### src/rtl/lc3_arb_pkg.sv
// Shared types and constants for the LC-3 memory-port arbiter.
package lc3_arb_pkg;

   localparam int ADDR_W         = 16;
   localparam int DATA_W         = 16;
   localparam int STARVE_MAX_DEF = 4;
   localparam int TIMEOUT_DEF    = 16;

   typedef enum logic [1:0] {
      IDLE,
      BUSY_I,
      BUSY_D
   } arb_state_e;

   typedef enum logic {
      OWN_I,
      OWN_D
   } arb_owner_e;

endpackage

### src/rtl/lc3_mem_arbiter_if.sv
// Requester and memory-side bus of the arbiter; slave = arbiter view, master = environment view.
interface lc3_mem_arbiter_if;
   import lc3_arb_pkg::*;

   logic              if_req;
   logic [ADDR_W-1:0] if_addr;
   logic              if_done;
   logic [DATA_W-1:0] if_rdata;

   logic              d_req;
   logic              d_we;
   logic [ADDR_W-1:0] d_addr;
   logic [DATA_W-1:0] d_wdata;
   logic              d_done;
   logic [DATA_W-1:0] d_rdata;

   logic [ADDR_W-1:0] mem_addr;
   logic              mem_rd;
   logic              mem_wr;
   logic [DATA_W-1:0] mem_din;
   logic [DATA_W-1:0] mem_dout;
   logic              mem_complete;

   modport slave (
      input  if_req, if_addr, d_req, d_we, d_addr, d_wdata, mem_dout, mem_complete,
      output if_done, if_rdata, d_done, d_rdata, mem_addr, mem_rd, mem_wr, mem_din
   );

   modport master (
      output if_req, if_addr, d_req, d_we, d_addr, d_wdata, mem_dout, mem_complete,
      input  if_done, if_rdata, d_done, d_rdata, mem_addr, mem_rd, mem_wr, mem_din
   );

endinterface

### src/rtl/lc3_arb_timer.sv
// Transaction watchdog: counts busy cycles since the last grant; used with LC3_ARB_TIMEOUT_EN.
module lc3_arb_timer
   import lc3_arb_pkg::*;
#(
   parameter int TIMEOUT = TIMEOUT_DEF
) (
   input  logic i_clk,
   input  logic i_reset,
   input  logic i_clr,
   input  logic i_en,
   output logic o_expired
);

   logic [7:0] r_cnt;

   always_ff @(posedge i_clk or negedge i_reset) begin
      if (!i_reset)   r_cnt <= '0;
      else if (i_clr) r_cnt <= '0;
      else if (i_en)  r_cnt <= r_cnt + 8'd1;
   end

   assign o_expired = i_en && (r_cnt == 8'(TIMEOUT - 1));

endmodule

### src/rtl/lc3_mem_arbiter.sv
// Shares one LC-3 memory port between fetch and data requesters; data wins unless fetch is starved.
// Optional transaction timeout enabled by defining LC3_ARB_TIMEOUT_EN.
module lc3_mem_arbiter
   import lc3_arb_pkg::*;
#(
   parameter int STARVE_MAX = STARVE_MAX_DEF,
   parameter int TIMEOUT    = TIMEOUT_DEF
) (
   input  logic              i_clk,
   input  logic              i_reset,
   lc3_mem_arbiter_if.slave  bus,
   output logic              o_busy,
   output logic              o_err
);

   arb_state_e        r_state;
   arb_owner_e        r_owner;
   logic [3:0]        r_starve_cnt;
   logic [ADDR_W-1:0] r_mem_addr;
   logic              r_mem_rd;
   logic              r_mem_wr;
   logic [DATA_W-1:0] r_mem_din;
   logic [DATA_W-1:0] r_if_rdata;
   logic [DATA_W-1:0] r_d_rdata;
   logic              r_if_done;
   logic              r_d_done;

   logic              w_idle;
   logic              w_grant_d;
   logic              w_grant_i;
   logic              w_expired;
   logic              w_finish;
   logic [DATA_W-1:0] w_rdata;

   assign w_idle    = (r_state == IDLE);
   assign w_grant_d = w_idle && bus.d_req && (!bus.if_req || (r_starve_cnt < 4'(STARVE_MAX)));
   assign w_grant_i = w_idle && !w_grant_d && bus.if_req;

`ifdef LC3_ARB_TIMEOUT_EN
   logic r_err;

   lc3_arb_timer #(.TIMEOUT(TIMEOUT)) u_timer (
      .i_clk     (i_clk),
      .i_reset   (i_reset),
      .i_clr     (w_grant_d | w_grant_i),
      .i_en      (!w_idle),
      .o_expired (w_expired)
   );

   // A completion arriving on the expiry cycle is a normal finish, not an error.
   always_ff @(posedge i_clk or negedge i_reset) begin
      if (!i_reset)                            r_err <= 1'b0;
      else if (w_expired && !bus.mem_complete) r_err <= 1'b1;
   end

   assign o_err = r_err;
`else
   assign w_expired = 1'b0;
   assign o_err     = 1'b0;
`endif

   assign w_finish = !w_idle && (bus.mem_complete || w_expired);
   assign w_rdata  = bus.mem_complete ? bus.mem_dout : '0;

   always_ff @(posedge i_clk or negedge i_reset) begin
      if (!i_reset) begin
         r_state      <= IDLE;
         r_owner      <= OWN_I;
         r_starve_cnt <= '0;
         r_mem_addr   <= '0;
         r_mem_rd     <= 1'b0;
         r_mem_wr     <= 1'b0;
         r_mem_din    <= '0;
         r_if_rdata   <= '0;
         r_d_rdata    <= '0;
         r_if_done    <= 1'b0;
         r_d_done     <= 1'b0;
      end else begin
         r_if_done <= 1'b0;
         r_d_done  <= 1'b0;

         if (w_idle) begin
            if (w_grant_i)
               r_starve_cnt <= '0;
            else if (w_grant_d && bus.if_req)
               r_starve_cnt <= (r_starve_cnt == 4'hF) ? r_starve_cnt : r_starve_cnt + 4'd1;
            else if (!bus.if_req)
               r_starve_cnt <= '0;
         end

         case (r_state)
            IDLE: begin
               if (w_grant_d) begin
                  r_state    <= BUSY_D;
                  r_owner    <= OWN_D;
                  r_mem_addr <= bus.d_addr;
                  r_mem_rd   <= !bus.d_we;
                  r_mem_wr   <= bus.d_we;
                  r_mem_din  <= bus.d_wdata;
               end else if (w_grant_i) begin
                  r_state    <= BUSY_I;
                  r_owner    <= OWN_I;
                  r_mem_addr <= bus.if_addr;
                  r_mem_rd   <= 1'b1;
                  r_mem_wr   <= 1'b0;
                  r_mem_din  <= bus.d_wdata;
               end
            end
            BUSY_I, BUSY_D: begin
               if (w_finish) begin
                  r_state  <= IDLE;
                  r_mem_rd <= 1'b0;
                  r_mem_wr <= 1'b0;
                  if (r_owner == OWN_I) begin
                     r_if_done  <= 1'b1;
                     r_if_rdata <= w_rdata;
                  end else begin
                     r_d_done <= 1'b1;
                     if (r_mem_rd) r_d_rdata <= w_rdata;
                  end
               end
            end
            default: r_state <= IDLE;
         endcase
      end
   end

   assign bus.mem_addr = r_mem_addr;
   assign bus.mem_rd   = r_mem_rd;
   assign bus.mem_wr   = r_mem_wr;
   assign bus.mem_din  = r_mem_din;
   assign bus.if_done  = r_if_done;
   assign bus.if_rdata = r_if_rdata;
   assign bus.d_done   = r_d_done;
   assign bus.d_rdata  = r_d_rdata;
   assign o_busy       = !w_idle;

endmodule

### src/flat_wrapper.sv
// flat-port wrapper written by rule: the top's interface ports become plain ports
module lc3_mem_arbiter_flat import lc3_arb_pkg::*;
#(
   parameter int STARVE_MAX = STARVE_MAX_DEF,
   parameter int TIMEOUT    = TIMEOUT_DEF
)
  (i_clk, i_reset, o_busy, o_err, bus_if_req, bus_if_addr, bus_d_req, bus_d_we, bus_d_addr, bus_d_wdata, bus_mem_dout, bus_mem_complete, bus_if_done, bus_if_rdata, bus_d_done, bus_d_rdata, bus_mem_addr, bus_mem_rd, bus_mem_wr, bus_mem_din);
  lc3_mem_arbiter_if bus_i ();
  input  logic i_clk;
  input  logic i_reset;
  output logic o_busy;
  output logic o_err;
  input wire logic [$bits(bus_i.if_req)-1:0] bus_if_req;
  input wire logic [$bits(bus_i.if_addr)-1:0] bus_if_addr;
  input wire logic [$bits(bus_i.d_req)-1:0] bus_d_req;
  input wire logic [$bits(bus_i.d_we)-1:0] bus_d_we;
  input wire logic [$bits(bus_i.d_addr)-1:0] bus_d_addr;
  input wire logic [$bits(bus_i.d_wdata)-1:0] bus_d_wdata;
  input wire logic [$bits(bus_i.mem_dout)-1:0] bus_mem_dout;
  input wire logic [$bits(bus_i.mem_complete)-1:0] bus_mem_complete;
  output wire logic [$bits(bus_i.if_done)-1:0] bus_if_done;
  output wire logic [$bits(bus_i.if_rdata)-1:0] bus_if_rdata;
  output wire logic [$bits(bus_i.d_done)-1:0] bus_d_done;
  output wire logic [$bits(bus_i.d_rdata)-1:0] bus_d_rdata;
  output wire logic [$bits(bus_i.mem_addr)-1:0] bus_mem_addr;
  output wire logic [$bits(bus_i.mem_rd)-1:0] bus_mem_rd;
  output wire logic [$bits(bus_i.mem_wr)-1:0] bus_mem_wr;
  output wire logic [$bits(bus_i.mem_din)-1:0] bus_mem_din;
  assign bus_i.if_req = bus_if_req;
  assign bus_i.if_addr = bus_if_addr;
  assign bus_i.d_req = bus_d_req;
  assign bus_i.d_we = bus_d_we;
  assign bus_i.d_addr = bus_d_addr;
  assign bus_i.d_wdata = bus_d_wdata;
  assign bus_i.mem_dout = bus_mem_dout;
  assign bus_i.mem_complete = bus_mem_complete;
  assign bus_if_done = bus_i.if_done;
  assign bus_if_rdata = bus_i.if_rdata;
  assign bus_d_done = bus_i.d_done;
  assign bus_d_rdata = bus_i.d_rdata;
  assign bus_mem_addr = bus_i.mem_addr;
  assign bus_mem_rd = bus_i.mem_rd;
  assign bus_mem_wr = bus_i.mem_wr;
  assign bus_mem_din = bus_i.mem_din;
  lc3_mem_arbiter #(.STARVE_MAX(STARVE_MAX), .TIMEOUT(TIMEOUT)) u_core (.i_clk(i_clk), .i_reset(i_reset), .bus(bus_i), .o_busy(o_busy), .o_err(o_err));
endmodule
### config.mk
export PLATFORM = sky130hd
export DESIGN_NAME = lc3_mem_arbiter_flat
export DESIGN_NICKNAME = d
export VERILOG_FILES = /design/src/rtl/lc3_arb_pkg.sv /design/src/rtl/lc3_mem_arbiter_if.sv /design/src/rtl/lc3_arb_timer.sv /design/src/rtl/lc3_mem_arbiter.sv /design/src/flat_wrapper.sv
export SDC_FILE = /design/constraint.sdc
export NUM_CORES = 1
export LEC_CHECK = 0
export BUFFER_PORTS_ARGS = -buffer_cell sky130_fd_sc_hd__buf_4
export CELL_PAD_IN_SITES_DETAIL_PLACEMENT = 0
export CELL_PAD_IN_SITES_GLOBAL_PLACEMENT = 2
export CORE_MARGIN = 2
export CORE_UTILIZATION = 30
export DETAILED_ROUTE_END_ITERATION = 6
export PLACE_DENSITY_LB_ADDON = 0.08
export SLEW_MARGIN = 20
export SYNTH_ARGS = -nofsm -noshare
export SYNTH_HDL_FRONTEND = slang
export SYNTH_SLANG_ARGS = --single-unit
### constraint.sdc
create_clock -name i_clk -period 3.57 [get_ports i_clk]
set_clock_uncertainty 0.1 [all_clocks]
set_input_delay 0.1785 -clock i_clk [delete_from_list [all_inputs] [get_ports i_clk]]
set_output_delay 0.1785 -clock i_clk [all_outputs]
set_load 0.005 [all_outputs]
==> run metrics, run 1 <==
most frequent cells in the layout=buf_4, dfrtp_1, nand2_1; number of cells on the worst reg-to-reg path=6; worst reg-to-reg setup slack=1.20 ns; post-DP HPWL=about 5900 µm; Critical Path Fanout Max=18; worst min path class=input pin to flip-flop; Cell Rows=38; first-pass GRT wire length=about 15,000 µm; final setup fails=0; Fill cells=approximately 1,100; register area share after synthesis=a little under three fifths; syn avg cell area=10.8 µm²; Area Overhead vs Synth=51.9%; clock net sink count=75; GRT Total Usage=between 10% and 20%; largest family of logic cells by synthesized area=compound AO/OA/AOI/OAI gates; worst vdd ir=285 µV; flops & latches, synth=75; DR vias/cell=4.59; H-tree Lvls=3; post-synthesis simple-gate area fraction=13.2%; crit path time final=approximately 2.4 ns; Detail Route Antenna Nets=0; worst slew pin tran=0.889 ns; num ports=140; Clock Path Buffers=2; nature of the critical path endpoint=flip-flop; Final Slew Violations=0; Starting Density=~30%; postcts setup bufs=0; Final Hold Fails=0; MaxCap Viol Count=0; Post-Layout Inst Area=between 4000 and 5000 µm²; Skew-Pair Late Insertion Delay=0.34 ns; Compound-Gate Fraction of Synth Area=about an eighth; ANT cells=0; fin crit share=66.4%; total negative slack=0 ns; commonest non-fill, non-tap cell in the layout=buf_4; post-synthesis mux area share=about a tenth; Hold Crit Start=bus_if_addr[9]; DR pass1 iterations=4; CTS resizes=0; Cell Chain, Critical Path=inv_1 > ha_1 > nand4bb_1 > buf_4 > nand2_1 > o21ai_0; CP Data Required Time=around 3.7 ns; Post-synth EDFFs=0; synth warn=0; CP delay by family, top=simple AND/OR/NAND/NOR gates; Die Height=between 100 and 150 µm; die width=approximately 110 µm; Worst R2R End=u_core.bus.if_rdata[1]$_DFFE_PN0P_; cells after synthesis=303; Arr. time, crit path=~2.5 ns; RSZ-0062 raised after global routing=no; Sequential Area=approximately 1900 µm²; routability cong.=0.702; critical path buffer and inverter count=2; Critical Path Slowest Stage Cell=nand4bb_1; xor/xnor share of the synthesized area=0%; antenna violations before repair=0; Crit Path Category=flip-flop to flip-flop; Layout Nets=542; Post-Synth Adder-Cell Area=roughly 1.1%; asr flop ratio synth=100%; port bufs=~140; mapped cell area=approximately 3300 µm²; Routed WL per cell=14.7 µm; First DRT Iteration DRCs=172; pin count of the biggest net entering global routing=76; max frequency=about 420 MHz; most frequently used flop master after synthesis=dfrtp_1; total gr overflow=0; share of cells above drive strength 1=between 30% and 40%; Relative slew margins=40.4%; root buffer cell=clkbuf_8; status=finished, final reports clean; CTS tree=yes; hold path depth=3; die area=between 10,000 and 15,000 µm²; reg2reg start=u_core.r_state[1]$_DFFE_PN0P_; TritonCTS Buffers=9; max incr delay on CP=about 0.74 ns; Placed Instance Area=4400 µm²; count of cell types in the netlist=31; via count=around 2,800; Remaining DRCs=0; vias in the first global route=around 2,800; CP startpoint kind=flip-flop; Worst-path clk slew=approximately 0.080 ns; core outline area=10,700 µm²; WL final=just over 9000 µm; PD cells=~750 nW/µm²; Leakage Power=about 2.5 nW; footprint of the multi-input gates=1240 µm²; hold path endpoint=u_core.bus.mem_addr[9]$_DFFE_PN0P_; final design utilization=46.2%; syn nets=about 380
sequential cells by signal (all words and copies together), names as in the netlist:
signal,cells
u_core.r_starve_cnt,4
u_core.r_owner,1
u_core.bus.d_rdata,16
u_core.r_state,2
u_core.bus.if_done,1
u_core.bus.mem_rd,1
u_core.bus.d_done,1
u_core.bus.if_rdata,16
u_core.bus.mem_wr,1
u_core.bus.mem_addr,16
u_core.bus.mem_din,16
logic make-up (layout without fill, tap and decap cells):
logic type | after synthesis | count (layout)
AND/OR/NAND/NOR | 97 | 97
flip-flops | 75 | 75
AO/OA/AOI/OAI | 66 | 66
buffers and inverters | 32 | 203
multiplexers | 29 | 29
adder cells (fa/ha/maj) | 3 | 3
other | 1 | 1
cell type report:
type	count	share of cell area, %
Clock inverter	5	1.23
Sequential cell	75	37.8
Tap cell	140	3.53
Clock buffer	11	2.85
Timing Repair Buffer	176	28.7
Inverter	11	0.832
Multi-Input combinational cell	196	25.1
what timing repair did:
action | in CTS | in global routing
hold buffers | 33 | 0
endpoints found under the hold margin | 107 | 0
endpoints found under the setup margin | 0 | 0
power breakdown:
part	switching, W	total, W	internal [W]
registers	0.000216	0.00144	0.00123
logic	0.000715	0.00159	0.000873
clock network	0.000325	0.000670	0.000345
Yosys cell counts (3+ instances only):
| master | number | area (µm²) |
|---|---|---|
| buf_1 | 3 | 11.3 |
| nand2_1 | 61 | 229 |
| a21oi_1 | 16 | 80.1 |
| inv_1 | 11 | 41.3 |
| buf_2 | 7 | 35.0 |
| mux2i_1 | 6 | 60.1 |
| mux2_2 | 19 | 214 |
| and2_1 | 12 | 75.1 |
| nor2_1 | 17 | 63.8 |
| dfrtp_1 | 75 | 1880 |
| clkbuf_1 | 8 | 30.0 |
| o21ai_0 | 22 | 110 |
| mux2_4 | 4 | 60.1 |
| a41oi_1 | 17 | 149 |
| ha_1 | 3 | 37.5 |
how the worst max path moves through the flow:
stage / to / slack [ns] / depth (start not counted) / startpoint
final: u_core.bus.if_rdata[1]$_DFFE_PN0P_ / 1.20 / 6 / u_core.r_state[1]$_DFFE_PN0P_
after global routing: u_core.bus.if_rdata[2]$_DFFE_PN0P_ / 0.85 / 6 / u_core.r_state[0]$_DFFE_PN0P_
after CTS: u_core.bus.if_rdata[1]$_DFFE_PN0P_ / 1.07 / 5 / u_core.r_state[1]$_DFFE_PN0P_
after detailed placement: u_core.bus.if_rdata[1]$_DFFE_PN0P_ / 1.09 / 6 / u_core.r_state[1]$_DFFE_PN0P_
after global placement: u_core.bus.if_rdata[2]$_DFFE_PN0P_ / 1.22 / 6 / u_core.r_state[1]$_DFFE_PN0P_
after floorplan: u_core.bus.mem_rd$_DFFE_PN0P_ / 1.79 / 6 / u_core.r_state[0]$_DFFE_PN0P_
worst register-to-register path, delay by kind of cell (launching register included):
kind / cells / cell delay (ns)
AND/OR/NAND/NOR: 2 / 0.81
buffers and inverters: 2 / 0.49
adder cells (fa/ha/maj): 1 / 0.40
flip-flops: 1 / 0.38
AO/OA/AOI/OAI: 1 / 0.08
stage by stage:
step                instances  power, W  hold slack [ns]  worst slack (ns)
finish                    614   0.00370           0.0103              1.20
global route              614   0.00401          0.00293             0.854
CTS                       613   0.00377          0.00107              1.07
detailed placement        564   0.00305            0.272              1.09
global placement          564   0.00302            0.269              1.22
floorplan                 303   0.00220           -0.217              1.79
per-layer routing:
| metal | share of wire [%] | track usage (%) | vias up |
|---|---|---|---|
| li1 | - | - | 1375 |
| met1 | 46 | 22.5 | 1333 |
| met2 | 47 | 24.3 | 105 |
| met3 | 6.4 | 3.50 | 8 |
| met4 | 0.95 | 5.68 | 0 |
| met5 | 0 | 0 | - |
Power figures use the tool's default switching activity.
==> run 2: changes to the inputs <==
ABC_AREA = 1   (was not set)
CORE_UTILIZATION = 27   (was 30)
clock period = 2.3 ns   (was 3.57 ns; I/O delays follow)
==> run metrics, run 2 <==
worst vdd ir=361 µV; first-pass GRT wire length=14,800 µm; DR pass1 iterations=4; nature of the critical path endpoint=flip-flop; First DRT Iteration DRCs=between 100 and 150; asr flop ratio synth=between 90% and 100%; total negative slack=0 ns; Worst-path clk slew=approximately 0.060 ns; cells after synthesis=386; Skew-Pair Late Insertion Delay=approximately 0.33 ns; Routed WL per cell=roughly 13 µm; Post-synth top cells=nand2_1, dfrtp_1, inv_1; Starting Density=between 20 and 30%; MaxCap Viol Count=0; ANT cells=0; Critical Path Slowest Stage Cell=nand4_4; Post-synth EDFFs=0; H-tree Lvls=3; Die Height=around 120 µm; footprint of the multi-input gates=~1200 µm²; Detail Route Antenna Nets=0; post-DP HPWL=between 6000 and 7000 µm; total gr overflow=0; vias in the first global route=2,884; worst min path class=input pin to flip-flop; Critical Path Fanout Max=32; crit path time final=1.94 ns; mapped cell area=3410 µm²; CP Data Required Time=roughly 2.4 ns; via count=3,031; syn nets=459; Leakage Power=roughly 2.9 nW; most common cell in the synthesized netlist=nand2_1; share of the synthesized area in the top cell type=between 50% and 60%; Remaining DRCs=0; Area Overhead vs Synth=57.4%; CP startpoint kind=flip-flop; Cell Chain, Critical Path=inv_1 > ha_1 > inv_2 > nand2_4 > inv_4 > nand4_4 > nand2_1 > o21ai_2; port bufs=~140; final setup margin=0.356 ns; Fill cells=1,293; Placed Instance Area=about 4500 µm²; area leader, netlist=dfrtp_1; Final Slew Violations=0; worst slew pin tran=0.564 ns; most frequent cells in the layout=nand2_1, buf_4, dfrtp_1; routability cong.=0.790; max frequency=514 MHz; most frequently used flop master after synthesis=dfrtp_1; die width=~120 µm; die area=about 14,000 µm²; GRT Total Usage=between 10% and 20%; max incr delay on CP=about 0.43 ns; Design Power=roughly 0.0061 W; num ports=140; PD cells=~1100 nW/µm²; final setup fails=0; main area contributors after synthesis=dfrtp_1, nand2_1, nand3_1; share of cells above drive strength 1=a little under a third; CTS resizes=0; WL final=approximately 9500 µm; pin count of the biggest net entering global routing=between 40 and 50; clock net sink count=75; CTS hold repair buffers=54; fin crit share=between 80% and 90%; flops & latches, synth=75; count of cell types in the netlist=24; Relative slew margins=between 60 and 70%; status=finished, final reports clean; register area share after synthesis=between 50 and 60%; root buffer cell=clkbuf_16; critical path launch point=u_core.r_state[0]$_DFFE_PN0P_; Post-Place Setup Slack=~0.33 ns; Arr. time, crit path=between 2 and 2.5 ns; antenna violations before repair=0; syn avg cell area=slightly below 9 µm²; Hold Crit Start=bus_if_addr[15]; synth warn=0; reg2reg start=u_core.r_state[0]$_DFFE_PN0P_; Layout Nets=around 650; TritonCTS Buffers=9; Clock Path Buffers=2; CTS tree=yes; core outline area=approximately 12,000 µm²; hold slack=between 0.01 and 0.015 ns; DR vias/cell=approximately 4.0; postcts setup bufs=0; Crit Path Category=flip-flop to flip-flop; RSZ-0062 raised after global routing=no; Cell Rows=between 40 and 50; Final Hold Fails=0; Sequential Area=1880 µm²; commonest non-fill, non-tap cell in the layout=nand2_1; Post-Layout Inst Area=5360 µm²
==> run 2: cell types whose count changed after synthesis, sizes merged, moves of 6 or more <==
cell and change:
mux2i -6, nand2 +97, nor2 -13, buf +7, clkbuf -8, inv +32, mux2 -23, nand3 +37
a21oi -16, a41oi -17, and2 -12, o21ai +15
==> run 2: worst max-delay path: cells and delay by family (launching register included) <==
| family | cells | cell delay (ns) |
|---|---|---|
| and+or+nand+nor | 3 | 0.76 |
| buffers and inverters | 3 | 0.29 |
| DFF | 1 | 0.36 |
| adders and majority gates | 1 | 0.24 |
| AOI/OAI and AO/OA | 1 | 0.07 |
==> run 2: routing by layer <==
layer | track usage [%] | vias to the layer above | wire (µm)
met5 | 0 | - | 0
met4 | 6.90 | 0 | 166
met3 | 3.06 | 10 | 476
met2 | 22.6 | 80 | 4420
met1 | 19.0 | 1372 | 4420
li1 | - | 1569 | -
==> run 2: area by class of cell <==
cell class | instances | share of cell area (%)
timing repair buffer | 196 | 30.4
clock buffer | 13 | 4.85
inverter | 43 | 3.10
clock inverter | 2 | 0.653
tap | 172 | 4.01
sequential | 75 | 35.0
multi-input combinational | 248 | 21.9
==> run 2: stage by stage <==
step                      utilization [%]  cells
after floorplan                         -    386
after global placement               36.3    680
after detailed placement             36.3    680
after CTS                            43.0    749
after global routing                 43.0    749
final                                43.0    749
==> run 2: logic make-up (layout without fill, tap and decap cells) <==
kind of cell | count (synthesis) | after routing | synth area share, %
simple gates | 204 | 204 | 25.5
compound gates | 39 | 39 | 7.60
fa+ha+maj | 3 | 3 | 1.10
buf+inv | 63 | 254 | 10.4
xor+xnor | 1 | 1 | 0.257
flops | 75 | 75 | 55.1
other cells | 1 | 1 | 0.110
==> run 2: path summary, 6_finish.rpt <==
kind                                                        to  slack [ns]  cells after the start
setup reg to reg             u_core.bus.d_rdata[8]$_DFFE_PN0P_        0.36                      8
max in group asynchronous  u_core.bus.mem_addr[12]$_DFFE_PN0P_        1.34                      3
hold reg to reg              u_core.bus.mem_din[1]$_DFFE_PN0P_        0.37                      2
setup / recovery             u_core.bus.d_rdata[8]$_DFFE_PN0P_        0.36                      8
hold / removal             u_core.bus.mem_addr[15]$_DFFE_PN0P_        0.01                      5
min in group asynchronous  u_core.bus.if_rdata[10]$_DFFE_PN0P_        0.16                      2
==> run 2: power breakdown <==
group          total (W)  internal [W]  switching, W
Combinational    0.00246       0.00124       0.00122
Sequential       0.00224       0.00190      0.000346
Clock            0.00141      0.000892      0.000517
